**src/rtl/div_unit.sv**
```systemverilog
// div_unit: multi-cycle radix-2 restoring divider for DIV/DIVU/REM/REMU in EX.
// Requests a pipeline freeze while computing and holds its result until the
// stall controller lets EX hand off to EX/MEM.
//
// state | meaning
// IDLE  | waiting for a divide in EX; fast paths resolve here
// CALC  | one quotient bit per cycle, MSB first
// DONE  | result final and held until EX advances
module div_unit #(
  parameter int WIDTH   = 32,
  parameter int STALL_W = 6,
  parameter int EX_BIT  = 3
) (
  input  logic               clk,
  input  logic               rst_n,
  input  logic               start,
  input  logic [1:0]         op,
  input  logic [WIDTH-1:0]   src1,
  input  logic [WIDTH-1:0]   src2,
  input  logic               flush,
  input  logic [STALL_W-1:0] stall,
  output logic               stallreq_ex,
  output logic [WIDTH-1:0]   result,
  output logic               result_valid
);

  localparam int CNT_W = $clog2(WIDTH);
  localparam logic [CNT_W-1:0] LAST_CNT = CNT_W'(WIDTH - 1);
  localparam logic [WIDTH-1:0] MIN_NEG = {1'b1, {(WIDTH-1){1'b0}}};

  typedef enum logic [1:0] {IDLE, CALC, DONE} state_t;

  state_t           state_q;
  logic [CNT_W-1:0] count_q;
  logic [WIDTH-1:0] rem_q;
  logic [WIDTH-1:0] dvd_q;     // dividend bits shift out, quotient bits shift in
  logic [WIDTH-1:0] dvs_q;
  logic             neg_quo_q;
  logic             neg_rem_q;
  logic             sel_rem_q;
  logic [WIDTH-1:0] result_q;
  logic             valid_q;

  logic             is_signed;
  logic             div_zero;
  logic             overflow;
  logic [WIDTH-1:0] abs1;
  logic [WIDTH-1:0] abs2;
  logic [WIDTH:0]   rem_sh;
  logic             trial_ge;
  logic [WIDTH-1:0] quo_d;
  logic [WIDTH-1:0] rem_d;
  logic [WIDTH-1:0] quo_fix;
  logic [WIDTH-1:0] rem_fix;
  logic             ex_hold;
  logic             unused_stall;

  // Only the EX/MEM hold bit matters here; other stages' bits are ignored.
  assign ex_hold      = stall[EX_BIT];
  assign unused_stall = ^stall;

  // Operand decode in IDLE and one restoring step in CALC.
  always_comb begin
    is_signed = ~op[0];
    div_zero  = (src2 == '0);
    overflow  = is_signed && (src1 == MIN_NEG) && (&src2);
    abs1      = (is_signed && src1[WIDTH-1]) ? -src1 : src1;
    abs2      = (is_signed && src2[WIDTH-1]) ? -src2 : src2;
    rem_sh    = {rem_q, dvd_q[WIDTH-1]};
    trial_ge  = (rem_sh >= {1'b0, dvs_q});
    quo_d     = {dvd_q[WIDTH-2:0], trial_ge};
    // when the trial succeeds the difference is below the divisor, so it fits WIDTH bits
    rem_d     = trial_ge ? (rem_sh[WIDTH-1:0] - dvs_q) : rem_sh[WIDTH-1:0];
    quo_fix   = neg_quo_q ? -quo_d : quo_d;
    rem_fix   = neg_rem_q ? -rem_d : rem_d;
  end

  // Freeze request: the IDLE cycle that accepts the op plus every CALC cycle.
  assign stallreq_ex = !flush && ((state_q == IDLE && start) || state_q == CALC);

  // Divider FSM with registered result and valid.
  always_ff @(posedge clk) begin
    if (!rst_n) begin
      state_q   <= IDLE;
      count_q   <= '0;
      rem_q     <= '0;
      dvd_q     <= '0;
      dvs_q     <= '0;
      neg_quo_q <= 1'b0;
      neg_rem_q <= 1'b0;
      sel_rem_q <= 1'b0;
      result_q  <= '0;
      valid_q   <= 1'b0;
    end else if (flush) begin
      state_q <= IDLE;
      valid_q <= 1'b0;
    end else begin
      case (state_q)
        IDLE: begin
          if (start) begin
            if (div_zero) begin
              result_q <= op[1] ? src1 : '1;
              valid_q  <= 1'b1;
              state_q  <= DONE;
            end else if (overflow) begin
              result_q <= op[1] ? '0 : MIN_NEG;
              valid_q  <= 1'b1;
              state_q  <= DONE;
            end else begin
              dvd_q     <= abs1;
              dvs_q     <= abs2;
              rem_q     <= '0;
              count_q   <= '0;
              neg_quo_q <= is_signed && (src1[WIDTH-1] ^ src2[WIDTH-1]);
              neg_rem_q <= is_signed && src1[WIDTH-1];
              sel_rem_q <= op[1];
              state_q   <= CALC;
            end
          end
        end
        CALC: begin
          rem_q   <= rem_d;
          dvd_q   <= quo_d;
          count_q <= count_q + 1'b1;
          if (count_q == LAST_CNT) begin
            result_q <= sel_rem_q ? rem_fix : quo_fix;
            valid_q  <= 1'b1;
            state_q  <= DONE;
          end
        end
        DONE: begin
          // stay put while EX/MEM is held, even though start is still high
          if (!ex_hold) begin
            valid_q <= 1'b0;
            state_q <= IDLE;
          end
        end
        default: state_q <= IDLE;
      endcase
    end
  end

  assign result       = result_q;
  assign result_valid = valid_q;

endmodule

```
**config.mk**
```make
export PLATFORM = sky130hd
export DESIGN_NAME = div_unit
export DESIGN_NICKNAME = d
export VERILOG_FILES = /design/src/rtl/div_unit.sv
export SDC_FILE = /design/constraint.sdc
export NUM_CORES = 1
export LEC_CHECK = 0
export CAP_MARGIN = 20
export CORE_MARGIN = 2
export CORE_UTILIZATION = 35
export CTS_BUF_LIST = sky130_fd_sc_hd__clkbuf_8
export CTS_CLUSTER_SIZE = 10
export DETAILED_ROUTE_END_ITERATION = 16
export PLACE_DENSITY = 0.59
export REMOVE_ABC_BUFFERS = 1
export SLEW_MARGIN = 25
export SYNTH_ARGS = -nofsm -noshare
export SYNTH_HDL_FRONTEND = slang
export SYNTH_SLANG_ARGS = --single-unit
```
**constraint.sdc**
```tcl
create_clock -name clk -period 4.26 [get_ports clk]
set_input_delay 0.426 -clock clk [delete_from_list [all_inputs] [get_ports clk]]
set_output_delay 0.426 -clock clk [all_outputs]
set_load 0.03 [all_outputs]
```
==> results of run 1 <==
logic make-up (layout without fill, tap and decap cells):
logic type,after synthesis,after routing
DFF,139,139
adders and majority gates,40,40
buffers and inverters,168,308
AOI/OAI and AO/OA,523,523
and+or+nand+nor,565,565
muxes,22,22
xor gates and xnor gates,128,128
state kept, by name, indices dropped and copies added (netlist names):
name,cells
neg_rem_q,1
state_q,2
sel_rem_q,1
count_q,5
dvs_q,32
result,32
dvd_q,32
rem_q,32
result_valid,1
neg_quo_q,1
what timing repair did:
item,4_1_cts,5_1_grt
endpoints found under the hold margin,0,0
gates resized for setup,2,27
endpoints found under the setup margin,1,17
pin swaps,0,10
buffers inserted,0,5
critical path: stages, from the launching register on:
cell and delay, ns:
dfxtp_2 0.34, inv_1 0.08, ha_1 0.30, nand2b_1 0.09, a211o_4 0.35, a2111o_1 0.43, a211oi_2 0.21, or3_4 0.21
buf_8 0.16, inv_2 0.11, buf_4 0.20, nor2_1 0.14, a21oi_1 0.10, or4_4 0.51, o41ai_2 0.31, xor2_1 0.30
a31oi_1 0.13
worst paths after layout:
kind	depth (start not counted)	endpoint
setup reg to reg	16	result[31]
setup / recovery	16	result[31]
hold / removal	2	dvs_q[18]
hold reg to reg	2	dvs_q[18]
Yosys cell counts (all sizes together), types with 22 or more instances:
library cell,count
a211oi,69
nand4,25
a21oi,161
nand3,25
inv,65
nor3,38
nand2,108
buf,27
dfxtp,139
nor4,22
clkbuf,76
xor2,53
nor2,246
ha,39
xnor2,75
o211ai,22
o21ai,118
cell type report:
type | instances | area [um^2] | share of cell area [%]
Clock buffer | 20 | 275 | 1.96
Multi-Input combinational cell | 1278 | 8090 | 57.7
Sequential cell | 139 | 2790 | 19.9
Clock inverter | 12 | 169 | 1.20
Inverter | 65 | 245 | 1.75
Tap cell | 442 | 553 | 3.94
Timing Repair Buffer | 211 | 1900 | 13.6
routing by layer:
| metal | up-vias | share of wire [%] |
|---|---|---|
| met2 | 390 | 42 |
| li1 | 5999 | - |
| met4 | 0 | 2.0 |
| met1 | 5608 | 48 |
| met3 | 43 | 7.3 |
| met5 | - | 0 |
per-stage QoR:
step | std cells | hold slack (ns) | TNS (ns)
global placement | 2130 | 0.439 | -0.135
finish | 2167 | 0.455 | 0
global route | 2167 | 0.486 | -0.00898
detailed placement | 2130 | 0.445 | 0
CTS | 2162 | 0.456 | 0
floorplan | 1482 | 0.432 | -476.41
report_power, final:
| part | switching [mW] | internal, mW |
|---|---|---|
| clock | 0.574 | 0.682 |
| combinational | 0.646 | 0.450 |
| sequential | 0.0509 | 1.35 |
| total | 1.27 | 2.48 |
==> results.toml, run 1 <==
[outcome]
status = "finished clean"

[global_route]
globalRouteMet1Util_pct = 30.8
grt_overflow = 0
antenna_found_initial = 0
track_usage_pct = 22.0
grt_max_degree = 74
grt_pass1_vias = 11100
use_met3_pct = 4.80
grt_use_met2_pct = 33.8
grt_pass1_wl_um = 59600
busiest_layer = "met2"

[power]
p_total_mw = 3.75
p_per_area_nw_per_um2 = 268
p_leak_nw = 5.25
peakVddDrop_mv = 0.185

[logic_synthesis]
ys_types = 85
synthFlopType = "dfxtp_1"
synthArstFlopShare_pct = 0
synth_compound_area_share_pct = 29.8
ys_ff_latch = 139
ys_warn_count = 0
yosys.area_share.adder_pct = 4.45
synthSimpleGateAreaFrac_pct = 23.6
yosysTopAreaCellShare_pct = 24.4
synth_top_family_by_area = "compound AO/OA/AOI/OAI gates"
synthCells = 1585
syn_avg_cell_area_um2 = 7.20
synth-edff-count = 0
synth_top_area_cell = "dfxtp_1"
synth-xor-area-share_pct = 9.83
ys_seq_area_share_pct = 24.4
synthMuxAreaShare_pct = 1.96
synth.area.top_cells = "dfxtp_1, nor2_1, a21oi_1"
synth_area_um2 = 11400

[timing]
max_freq_ghz = 0.244
maxSlewViolCount = 0
slew_headroom_pct = 33.6
clock_skew_ns = 0.0169
setup_violations = 0
min_period_over_period_pct = 96.2
hold_viol = 0
tightest_slew_ns = 0.996
fin_ws_ns = 0.163
min_period_ns = 4.10

[placed_design]
placed_area_um2 = 13400
place_congestion = 0.903
dp_slack_ns = 0.00771
port_buffers = 104
place_hpwl_um = 28400

[route]
wirelength_um = 37300
vias_per_cell = 5.56
wl_per_cell_um = 17.2
drcViolationCount = 0
dr.pass1.iters = 5
num_vias = 12000
final_antenna_net_count = 0
drt_iter0_drc = 913

[cells_and_area]
final_util_pct = 43.4
filler_cell_count = 3302
layout.nets = 1828
final_common_cell = "nor2_1"
diodes = 0
syn2layout_area_growth_pct = 22.9
final_cell_mix = "nor2_1, a21oi_1, dfxtp_1"
finalInstanceArea_um2 = 14000
drive_gt1_share_pct = 11.8

[critical_path]
r2r-start = "dvs_q[1]"
cp.arrival_ns = 4.43
cp-start-kind = "flip-flop"
r2r_setup_slack_ns = 0.16
path_class = "reg2reg"
critPathLaunch = "dvs_q[1]"
crit_path_max_fanout = 13
required_ns = 4.60
worstSetupEndpointType = "flip-flop"

[min_path]
min_path_type = "reg2reg"
min_from = "dvs_q[18]"

[die]
die-height_um = 185
ios = 110
die_area_um2 = 34000
core_area_um2 = 32300
start_util_pct = 35.3
die_x_um = 185
rows = 66

[clocking]
cts_htree_levels = 4
ctsLongestPathBuffers = 2
cts.sinks = 139
cts_buffers = 17
ctsHoldBuffers = 0
path_clk_slew_ns = 0.09
clk_latency_ns = 0.47
cts_tree = "done"
cts_root_buffer = "clkbuf_8"

[flow_run]
max_cap_viol_count = 0
Power figures use the tool's default switching activity.
==> run 2, diff against run 1 <==
--- a/config.mk
+++ b/config.mk
@@ -6,7 +6,7 @@
 export NUM_CORES = 1
 export LEC_CHECK = 0
 export CAP_MARGIN = 20
-export CORE_MARGIN = 2
+export CORE_MARGIN = 1.5
 export CORE_UTILIZATION = 35
 export CTS_BUF_LIST = sky130_fd_sc_hd__clkbuf_8
 export CTS_CLUSTER_SIZE = 10
==> results.toml, run 2 (synthesis results as in run 1) <==
[power]
swShare_pct = 33.9
p_seq_share_pct = 37.4
switchingPower_mw = 1.27
p_leak_nw = 5.30
peakVddDrop_mv = 0.177
clkPwrFrac_pct = 32.7
internal_power_mw = 2.47
p_per_area_nw_per_um2 = 265
power_frac_comb_pct = 29.9

[route]
wirelength_um = 38500
drt_iter0_drc = 1030
highest_layer = "met4"
wl_per_cell_um = 17.7
drcViolationCount = 0
dr.pass1.iters = 5
final_antenna_net_count = 0
met2_length_um = 17100
vias_per_cell = 5.57
dr_wl_met3_um = 2540
num_vias = 12100
wl_met1_um = 18200

[die]
ios = 110
die_area_um2 = 33700
core_area_um2 = 31800
start_util_pct = 35.9
die_x_um = 184
die-height_um = 184
rows = 65

[clocking]
ctsHoldBuffers = 0
cts.sinks = 139
ctsLongestPathBuffers = 2
clk_latency_ns = 0.46
cts_tree = "done"
cts_root_buffer = "clkbuf_8"
cts_buffers = 17
path_clk_slew_ns = 0.08
cts_htree_levels = 4

[outcome]
status = "finished clean"

[timing]
min_period_over_period_pct = 97.1
tightest_slew_ns = 0.985
clock_skew_ns = 0.0215
fin_ws_ns = 0.122
slew_headroom_pct = 34.3
rsz0062_at_grt = "yes"
setup_violations = 0
hold_viol = 0
fin_setup_tns_ns = 0
min_period_ns = 4.14
maxSlewViolCount = 0
max_freq_ghz = 0.242

[critical_path]
worstSetupEndpointType = "flip-flop"
r2r_cells = 15
cp-start-kind = "flip-flop"
required_ns = 4.57
path_class = "reg2reg"
cp.arrival_ns = 4.45
crit_path_max_fanout = 2

[min_path]
min_path_type = "reg2reg"
min_path_cells = 2

[cells_and_area]
finalInstanceArea_um2 = 14100
layout.nets = 1836
drive_gt1_share_pct = 12.3
diodes = 0
final_common_cell = "nor2_1"
final_cell_mix = "nor2_1, a21oi_1, dfxtp_1"
syn2layout_area_growth_pct = 23.9
final_cell_count_no_fill = 2168

[placed_design]
dp_slack_ns = -0.0371
port_buffers = 104
placed_area_um2 = 13500
placedCellCount = 2133
place_congestion = 0.893
place_hpwl_um = 29100

[global_route]
grt_max_degree = 72
grt_pass1_vias = 11200
grt_pass1_wl_um = 60600
grt_overflow = 0
antenna_found_initial = 0
track_usage_pct = 22.6

[flow_run]
max_cap_viol_count = 0
==> run 2: cell types whose count changed in the layout (fill, tap and decap cells not counted), sizes merged <==
cell      before  now
inv           66   67
buf          107  115
clkbuf        20   19
clkinv         6    4
clkinvlp       1    3
==> run 2: final cells by class <==
class / instances / area, um^2
clock inverters: 13 / 174
clock buffers: 19 / 262
flip-flops and latches: 139 / 2790
inverters: 65 / 245
repair buffers: 219 / 1980
multi-input cells: 1278 / 8140
well taps: 435 / 544
fillers: 3234 / 17700
==> run 2: final timing paths <==
kind / startpoint / to / slack (ns)
max: dvs_q[1] / result[31] / 0.12
min: dvs_q[18] / dvs_q[18] / 0.45
max reg2reg: dvs_q[1] / result[31] / 0.12
min reg2reg: dvs_q[18] / dvs_q[18] / 0.45
==> run 2: metal layers <==
metal  vias up  GRT usage (%)
li1       6018              -
met1      5675           31.2
met2       347           36.6
met3        43           3.41
met4         0           5.97
met5         -              0
==> run 2: worst max-delay path, stage by stage, from the launching register on <==
cell and delay, ns:
dfxtp_1 0.34, inv_1 0.10, ha_1 0.32, nand2b_1 0.10, a211o_4 0.34, a2111o_1 0.42
buf_4 0.16, buf_4 0.12, a21boi_0 0.22, o22ai_1 0.16, nor4_4 0.27, a31oi_1 0.16
or4_4 0.58, o41ai_4 0.31, xor2_1 0.26, a31oi_1 0.13
==> run 2: repair_timing <==
action,4_1_cts,5_1_grt
gates resized for setup,3,31
endpoints found under the setup margin,4,19
buffers inserted,0,3
pin swaps,0,10
cloned,0,0
==> run 2: per-stage QoR <==
step	util (%)	total power [mW]	hold WS, ns
detailed placement	42.5	2.50	0.446
global placement	42.5	2.49	0.440
CTS	43.9	3.73	0.455
finish	44.4	3.74	0.453
floorplan	-	2.09	0.432
global route	44.4	3.93	0.475
==> run 2: power by group through the flow <==
stage / sequential (mW) / combinational [mW] / clock [mW]
CTS: 1.40 / 1.08 / 1.25
global route: 1.41 / 1.22 / 1.29
finish: 1.40 / 1.12 / 1.22
floorplan: 1.43 / 0.657 / 0
global placement: 1.43 / 1.06 / 0
detailed placement: 1.43 / 1.07 / 0
